==> src/rtl/tff_pkg.sv <==
// rtl/tff_pkg.sv - shared defaults and direction encodings for the T-cell modulo counter
package tff_pkg;

    localparam int   DEFAULT_WIDTH   = 4;
    localparam int   DEFAULT_MODULUS = 10;

    localparam logic DIR_UP   = 1'b1;
    localparam logic DIR_DOWN = 1'b0;

endpackage

==> src/rtl/tff_cell.sv <==
// rtl/tff_cell.sv - single T flip-flop cell with asynchronous active-low reset
module tff_cell (
    input  logic clk,
    input  logic reset,
    input  logic t,
    output logic q
);

    logic q_q;

    always_ff @(posedge clk or negedge reset) begin
        if (!reset) begin
            q_q <= 1'b0;
        end else if (t) begin
            q_q <= ~q_q;
        end
    end

    assign q = q_q;

endmodule

==> src/rtl/tff_mod_counter.sv <==
// rtl/tff_mod_counter.sv - modulo-N up/down counter built from T cells with load, tc and wrap pulse
// Optional macro TFF_MOD_COUNTER_SATURATE_EN: saturate at the terminal states instead of wrapping.
module tff_mod_counter
    import tff_pkg::*;
#(
    parameter int WIDTH   = DEFAULT_WIDTH,
    parameter int MODULUS = DEFAULT_MODULUS
) (
    input  logic             clk,
    input  logic             reset,
    input  logic             en,
    input  logic             up,
    input  logic             load,
    input  logic [WIDTH-1:0] din,
    output logic [WIDTH-1:0] q,
    output logic             tc,
    output logic             wrap
);

    localparam logic [WIDTH-1:0] LAST = WIDTH'(MODULUS - 1);

    logic [WIDTH-1:0] cnt;
    logic [WIDTH-1:0] target;
    logic [WIDTH-1:0] t;
    logic             at_last;
    logic             at_zero;
    logic             tc_int;
    logic             wrap_d;
    logic             wrap_q;

    // target is the desired next count; the cells only ever see its XOR with the present count
    always_comb begin
        at_last = (cnt == LAST);
        at_zero = (cnt == '0);
        tc_int  = en & ~load & (((up == DIR_UP) & at_last) | ((up == DIR_DOWN) & at_zero));
        target  = cnt;
        if (load) begin
            target = (din <= LAST) ? din : '0;
        end else if (en) begin
            if (up == DIR_UP) begin
`ifdef TFF_MOD_COUNTER_SATURATE_EN
                target = at_last ? LAST : cnt + WIDTH'(1);
`else
                target = at_last ? '0 : cnt + WIDTH'(1);
`endif
            end else begin
`ifdef TFF_MOD_COUNTER_SATURATE_EN
                target = at_zero ? '0 : cnt - WIDTH'(1);
`else
                target = at_zero ? LAST : cnt - WIDTH'(1);
`endif
            end
        end
        t = cnt ^ target;
    end

`ifdef TFF_MOD_COUNTER_SATURATE_EN
    assign wrap_d = 1'b0;
`else
    assign wrap_d = tc_int;
`endif

    always_ff @(posedge clk or negedge reset) begin
        if (!reset) begin
            wrap_q <= 1'b0;
        end else begin
            wrap_q <= wrap_d;
        end
    end

    for (genvar i = 0; i < WIDTH; i++) begin : g_cell
        tff_cell u_cell (
            .clk   (clk),
            .reset (reset),
            .t     (t[i]),
            .q     (cnt[i])
        );
    end

    assign q    = cnt;
    assign tc   = tc_int;
    assign wrap = wrap_q;

endmodule
==> config.mk <==
export PLATFORM = sky130hd
export DESIGN_NAME = tff_mod_counter
export DESIGN_NICKNAME = d
export VERILOG_FILES = /design/src/rtl/tff_pkg.sv /design/src/rtl/tff_cell.sv /design/src/rtl/tff_mod_counter.sv
export SDC_FILE = /design/constraint.sdc
export NUM_CORES = 1
export LEC_CHECK = 0
export CAP_MARGIN = 20
export CORE_AREA = 2 2 39 41
export DETAILED_ROUTE_END_ITERATION = 6
export DIE_AREA = 0 0 41 43
export GPL_ROUTABILITY_DRIVEN = 0
export PLACE_DENSITY = 0.71
export SETUP_SLACK_MARGIN = 0.3
export SLEW_MARGIN = 20
export SYNTH_ARGS = -nofsm -noshare
export SYNTH_HDL_FRONTEND = slang
export SYNTH_SLANG_ARGS = --single-unit
==> constraint.sdc <==
create_clock -name clk -period 1.6 [get_ports clk]
set_input_delay 0.16 -clock clk [delete_from_list [all_inputs] [get_ports clk]]
set_output_delay 0.16 -clock clk [all_outputs]
set_load 0.005 [all_outputs]
==> metrics.log <==
[metrics] run status: finished, violations left
[metrics] violated checks: setup timing
[metrics] overall via count from detail_route: 522
[metrics] clock tree root buffer cell: sky130_fd_sc_hd__clkbuf_4
[metrics] Hold Path Class: in -> async
[metrics] flop-to-flop setup slack: -10 ps
[metrics] Synth top area share: 26.53%
[metrics] number of nets in the layout: 102
[metrics] total of flip-flops plus latches after synthesis: 5
[metrics] DRT iter0 DRCs: 6
[metrics] slew margin rel.: 82.09%
[metrics] floorplan die area: 1763 sq um
[metrics] initial antenna violation count: 0
[metrics] synthesized area: 471.7 sq um
[metrics] Port Buf Inserts: 14
[metrics] first-pass iteration count of the detailed router: 4
[metrics] top library cells by usage in the layout, fill and taps aside: sky130_fd_sc_hd__buf_4 (18), sky130_fd_sc_hd__clkdlybuf4s50_1 (10), sky130_fd_sc_hd__nor2_1 (5), sky130_fd_sc_hd__dfrtp_1 (5), sky130_fd_sc_hd__buf_6 (5)
[metrics] share of the core filled with cells in the final layout: 62.75%
[metrics] slew at the pin closest to its max-slew limit: 266.4 ps
[metrics] CTS tree: done
[metrics] sequential element share of the synthesized area: 26.53%
[metrics] Skew-Pair Late Insertion Delay: 230 ps
[metrics] drc violations: 0
[metrics] number of levels in the clock H-tree: 1
[metrics] share of synthesized flip-flops with an asynchronous set or reset: 100.0%
[metrics] final worst clock skew: 1.094 ps
[metrics] Reg2Reg Launch Point: g_cell[0].u_cell.q
[metrics] required time at the worst-slack endpoint: 1440 ps
[metrics] Total Routing Usage GR: 18.08%
[metrics] Design Power: 0.5766 mW
[metrics] number of unique standard cell types used by synthesis: 31
[metrics] area growth from synthesis to layout: 84.09%
[metrics] Ant. Diodes: 0
[metrics] Horiz. Die Dim: 41 microns
[metrics] Setup Total Neg Slack: -35.04 ps
[metrics] Worst R2R Path Depth: 6
[metrics] number of buffers added by the clock tree synthesis step: 3
[metrics] detail-routed net length per standard cell: 13.50 microns
[metrics] Synth area leaders: sky130_fd_sc_hd__dfrtp_1 (27%), sky130_fd_sc_hd__buf_4 (8.0%), sky130_fd_sc_hd__ha_1 (8.0%), sky130_fd_sc_hd__nand2_1 (4.0%), sky130_fd_sc_hd__nor2_1 (4.0%)
[metrics] number of synthesis warnings: 0
[metrics] vertical die dimension: 43 microns
[metrics] Critical Path End: tc
[metrics] Final Hold Violating Endpoints: 0
[metrics] share of cells above drive strength 1: 52.81%
[metrics] final clock period utilization by the worst path: 101.6%
[metrics] highest attainable clock frequency: 0.6150 GHz
[metrics] global-route wire length before repair: 2166 microns
[metrics] HPWL after DPL: 940.7 microns
[metrics] ratio of routed vias to standard cells: 4.971
[metrics] final slew viol count: 0
[metrics] clock transition at the registers of the reported paths: 40 ps
[metrics] IR drop worst, VDD: 0.0005140 V
[metrics] primary flip-flop cell chosen by synthesis mapping: sky130_fd_sc_hd__dfrtp_1
[metrics] clock sink total: 5
[metrics] number of nets still failing antenna checks after routing: 0
[metrics] clock tree buffer depth: 2
[metrics] worst setup slack after layout: -26.09 ps
[metrics] post-synthesis net count: 66
[metrics] standard cell core area: 1384 sq um
[metrics] Crit Path Category: reg -> out
[metrics] number of rows in the core area: 14
[metrics] post-synthesis cell type with the largest combined area: sky130_fd_sc_hd__dfrtp_1
[metrics] total power divided by cell area: 664.1 nW/um^2
[metrics] mean area per synthesized cell: 8.735 sq um
[metrics] grt ovf: 0
[metrics] synthesized netlist cell count: 54
[metrics] maximum fanout along the worst path: 2
[metrics] total wirelength of the detailed-routed design: 1417 microns
[metrics] top-level port count: 15
[metrics] most common cell after layout, fill and taps aside: sky130_fd_sc_hd__buf_4
[metrics] startpoint of the most critical setup path: g_cell[0].u_cell.q
[metrics] Starting Density: 34.09%
[metrics] unrepaired setup endpoints after global routing: yes
[metrics] sort of element at the start of the critical path: flop
[metrics] EDFF count, synth: 0
[metrics] Max-cap violations: 0
[metrics] endpoint of the worst-slack reg-to-reg timing path: g_cell[3].u_cell.q
[metrics] Final Setup Violations: 2
[metrics] static leakage power: 0.3979 nW
[metrics] category of the worst setup path capture point: output port
[metrics] maximum number of pins on one net before global-route repair: 9
[metrics] vias in the first global route: 535
[metrics] critical path data arrival time: 1470 ps
[metrics] minimum period implied by the final worst setup slack: 1626 ps
critical path, cell delays in order (launching register included):
cell	delay, ps
sky130_fd_sc_hd__dfrtp_1	390
sky130_fd_sc_hd__inv_2	100
sky130_fd_sc_hd__ha_4	140
sky130_fd_sc_hd__nor2b_4	150
sky130_fd_sc_hd__nand2_2	80
sky130_fd_sc_hd__a211oi_2	210
sky130_fd_sc_hd__buf_2	160
cell usage after synthesis (2+ instances only):
cell	instances
sky130_fd_sc_hd__a21oi_1	3
sky130_fd_sc_hd__buf_4	5
sky130_fd_sc_hd__dfrtp_1	5
sky130_fd_sc_hd__ha_1	3
sky130_fd_sc_hd__inv_1	3
sky130_fd_sc_hd__nand2_1	5
sky130_fd_sc_hd__nor2_1	5
sky130_fd_sc_hd__o31ai_1	2
repair_timing:
item | 4_1_cts | 5_1_grt
hold buffers | 0 | 0
resized for setup | 20 | 5
endpoints found under the setup margin | 9 | 8
pin swaps | 6 | 1
buffers inserted | 6 | 2
area by class of cell:
cell class / instances / area, sq um
Tap cell: 16 / 20.02
Inverter: 3 / 11.26
Timing Repair Buffer: 37 / 324.1
Clock buffer: 4 / 26.28
Sequential cell: 5 / 125.1
Multi-Input combinational cell: 40 / 361.6
Fill cell: 118 / 515.5
flip-flops by register name, indices dropped and copies added (netlist names):
register / count
g_cell.u_cell.q: 4
wrap: 1
worst min-delay path by stage:
| stage | to |
|---|---|
| 2_1_floorplan | g_cell[0].u_cell.q |
| 3_3_place_gp | wrap |
| 3_5_place_dp | wrap |
| 4_1_cts | g_cell[3].u_cell.q |
| 5_1_grt | g_cell[3].u_cell.q |
| 6_report | g_cell[3].u_cell.q |
stage by stage:
| step | std cells | setup WS (ps) | hold WS, ps | instance area (sq um) |
|---|---|---|---|---|
| CTS | 103 | -8.882 | 138.5 | 834.6 |
| finish | 105 | -26.09 | 143.9 | 868.3 |
| global placement | 93 | -199.5 | 386.8 | 719.4 |
| floorplan | 54 | 214.7 | -135.6 | 498.0 |
| global route | 105 | -99.66 | 145.6 | 868.3 |
| detailed placement | 93 | -235.9 | 395.9 | 719.4 |
per-layer routing:
metal  global-route usage (%)  wire length, microns
met5                        0                     0
met4                    4.000                     0
met3                    3.141                    48
met2                    33.44                   777
met1                    19.67                   591
power by group:
| group | switching, mW | internal, mW | total (mW) |
|---|---|---|---|
| combinational | 0.120 | 0.166 | 0.286 |
| clock | 0.0458 | 0.0939 | 0.140 |
| sequential | 0.0120 | 0.139 | 0.151 |
| total | 0.178 | 0.399 | 0.577 |
kinds of logic (layout without fill, tap and decap cells):
logic type | after synthesis | count (layout) | share of synthesized area (%)
and+or+nand+nor | 20 | 20 | 24.94
adders and majority gates | 3 | 3 | 7.958
buffers and inverters | 9 | 44 | 13.26
AOI/OAI and AO/OA | 17 | 17 | 27.32
DFF | 5 | 5 | 26.53
Note: power is estimated with default switching activity, not from simulation.
==> variant: new RTL, same flow settings <==
Register the output `q`, cleared by the reset; this adds one clock of latency there. The other outputs are not delayed to match.
--- a/src/rtl/tff_mod_counter.sv
+++ b/src/rtl/tff_mod_counter.sv
@@ -19,4 +19,6 @@
 
     localparam logic [WIDTH-1:0] LAST = WIDTH'(MODULUS - 1);
+
+    logic [WIDTH-1:0] q_d;
 
     logic [WIDTH-1:0] cnt;
@@ -78,7 +80,15 @@
     end
 
-    assign q    = cnt;
+    assign q_d  = cnt;
     assign tc   = tc_int;
     assign wrap = wrap_q;
 
+    always_ff @(posedge clk or negedge reset) begin
+        if (!reset) begin
+            q <= '0;
+        end else begin
+            q <= q_d;
+        end
+    end
+
 endmodule
Check against the original RTL: not equivalent (a bounded check fails within 4 cycles, from zero or initial values and one cycle with reset low).
==> variant against the unedited design <==
Final area up 6.2%; the run still ends with setup timing left; combinational power down 7.7%; clock skew up 0.00079 ns; wire length up 15%; sequential cell count up 4; synthesized area up 18%; total power up 24%; register-to-register slack worse by 0.07 ns; setup slack worse by 0.061 ns; largest power group is now registers.
==> variant: results (changes against the unedited design) <==
* Status: finished, violations left
* Failing checks: setup timing
* Share of cells above drive strength 1 at 43.8% (-9.0 points)
* Largest net degree at the start of global routing at 10 (+1)
* Synth top area cells: dfrtp_1 (41%), ha_1 (6.8%), a21oi_1 (3.6%), o21ai_0 (3.6%), inv_1 (3.4%)
* Worst Path Arrival at 1.53 ns (+0.06 ns)
* Wire length on met2 at 877 um (+13%)
* Endpoints failing setup at 2 (unchanged)
* Synth cell types at 30 (-3.2%)
* Slew headroom at 72.8% (-9.3 points)
* Final Skew at 0.00188 ns (+0.000789 ns)
* Worst skew pair latency at 0.27 ns (+0.04 ns)
* Compound-Gate Fraction of Synth Area at 28.4% (+1.1 points)
* Syn avg cell area at 9.92 um^2 (+14%)
* Seq/Total Area, Yosys at 40.5% (+14 points)
* Total track usage at 21.2% (+3.1 points)
* Adder-Cell Fraction of Synth Area at 6.76% (-1.2 points)
* First-pass GRT wire length at 2500 um (+16%)
* Clock transition at the registers of the reported paths at 0.06 ns (+0.02 ns)
* Worst Path Max Fanout at 3 (+1)
* LEAKAGE at 0.000405 uW (+1.8%)
* Maximum VDD drop at 0.590 mV (+15%)
* Pre-CTS WS at -0.465 ns (-0.229 ns)
* Clk buf depth at 2 (unchanged)
* Worst setup margin at -0.0875 ns (-0.0614 ns)
* Fillers at 120 (+1.7%)
* Wire length on met1 at 675 um (+14%)
* Commonest cells post-synth: dfrtp_1 (9), inv_1 (5), a21oi_1 (4), nand2_1 (4), o21ai_0 (4)
* Post-Syn Nets at 68 (+3.0%)
==> variant: cell type report <==
cell class                 count  area (um^2)  share of cell area, %
clock buffer                   4         26.3                   2.85
inverter                       5         18.8                   2.04
multi-input combinational     39          360                   39.1
sequential                     9          226                   24.6
tap                           16         20.0                   2.17
timing repair buffer          32          270                   29.3
==> variant: repair_timing <==
item                                    in CTS  in global routing
pin swaps                                    4                  3
setup buffers                                7                  1
resized for setup                            9                  8
endpoints found under the setup margin       6                  6
hold buffers                                 0                  0
==> variant: metal layers <==
| layer | vias up | global-route usage [%] |
|---|---|---|
| met1 | 279 | 28.7 |
| met2 | 18 | 32.5 |
| li1 | 270 | - |
| met5 | - | 0 |
| met3 | 2 | 7.85 |
| met4 | 0 | 2.00 |
==> variant: power breakdown <==
part / internal (uW) / switching (uW) / total, uW / leakage [uW]
Combinational: 147 / 117 / 264 / 0.000279
Sequential: 251 / 17.2 / 268 / 0.000111
Clock: 96.4 / 84.2 / 181 / 0.0000150
Total: 494 / 219 / 713 / 0.000405
==> variant: final timing paths <==
check / start / to / slack, ns / cells after the start
worst max-delay path: g_cell[0].u_cell.q / tc / -0.09 / 6
worst min-delay path: reset / g_cell[1].u_cell.q / 0.19 / 1
max in group asynchronous: reset / g_cell[0].u_cell.q / 1.11 / 1
min in group clk: din[0] / g_cell[0].u_cell.q / 0.45 / 3
worst min register to register: g_cell[1].u_cell.q / q[1] / 0.57 / 1
worst max register to register: g_cell[0].u_cell.q / g_cell[3].u_cell.q / -0.08 / 8
==> variant: critical path, cell delays in order (launching register included) <==
cell and delay (ns):
dfrtp_2 0.43, inv_2 0.09, ha_4 0.15, nand2b_4 0.06, o21ai_4 0.13, nor4b_4 0.23, buf_2 0.16
==> variant: per-stage QoR <==
step | instance area [um^2] | TNS (ns)
after global routing | 922 | -0.309
final | 922 | -0.166
after CTS | 882 | -0.175
after detailed placement | 785 | -0.475
after floorplan | 569 | 0
after global placement | 785 | -0.401
==> variant: logic make-up after synthesis <==
group,Yosys count
flip-flops,9
AO/OA/AOI/OAI,21
buffers and inverters,8
AND/OR/NAND/NOR,15
adder cells (fa/ha/maj),3
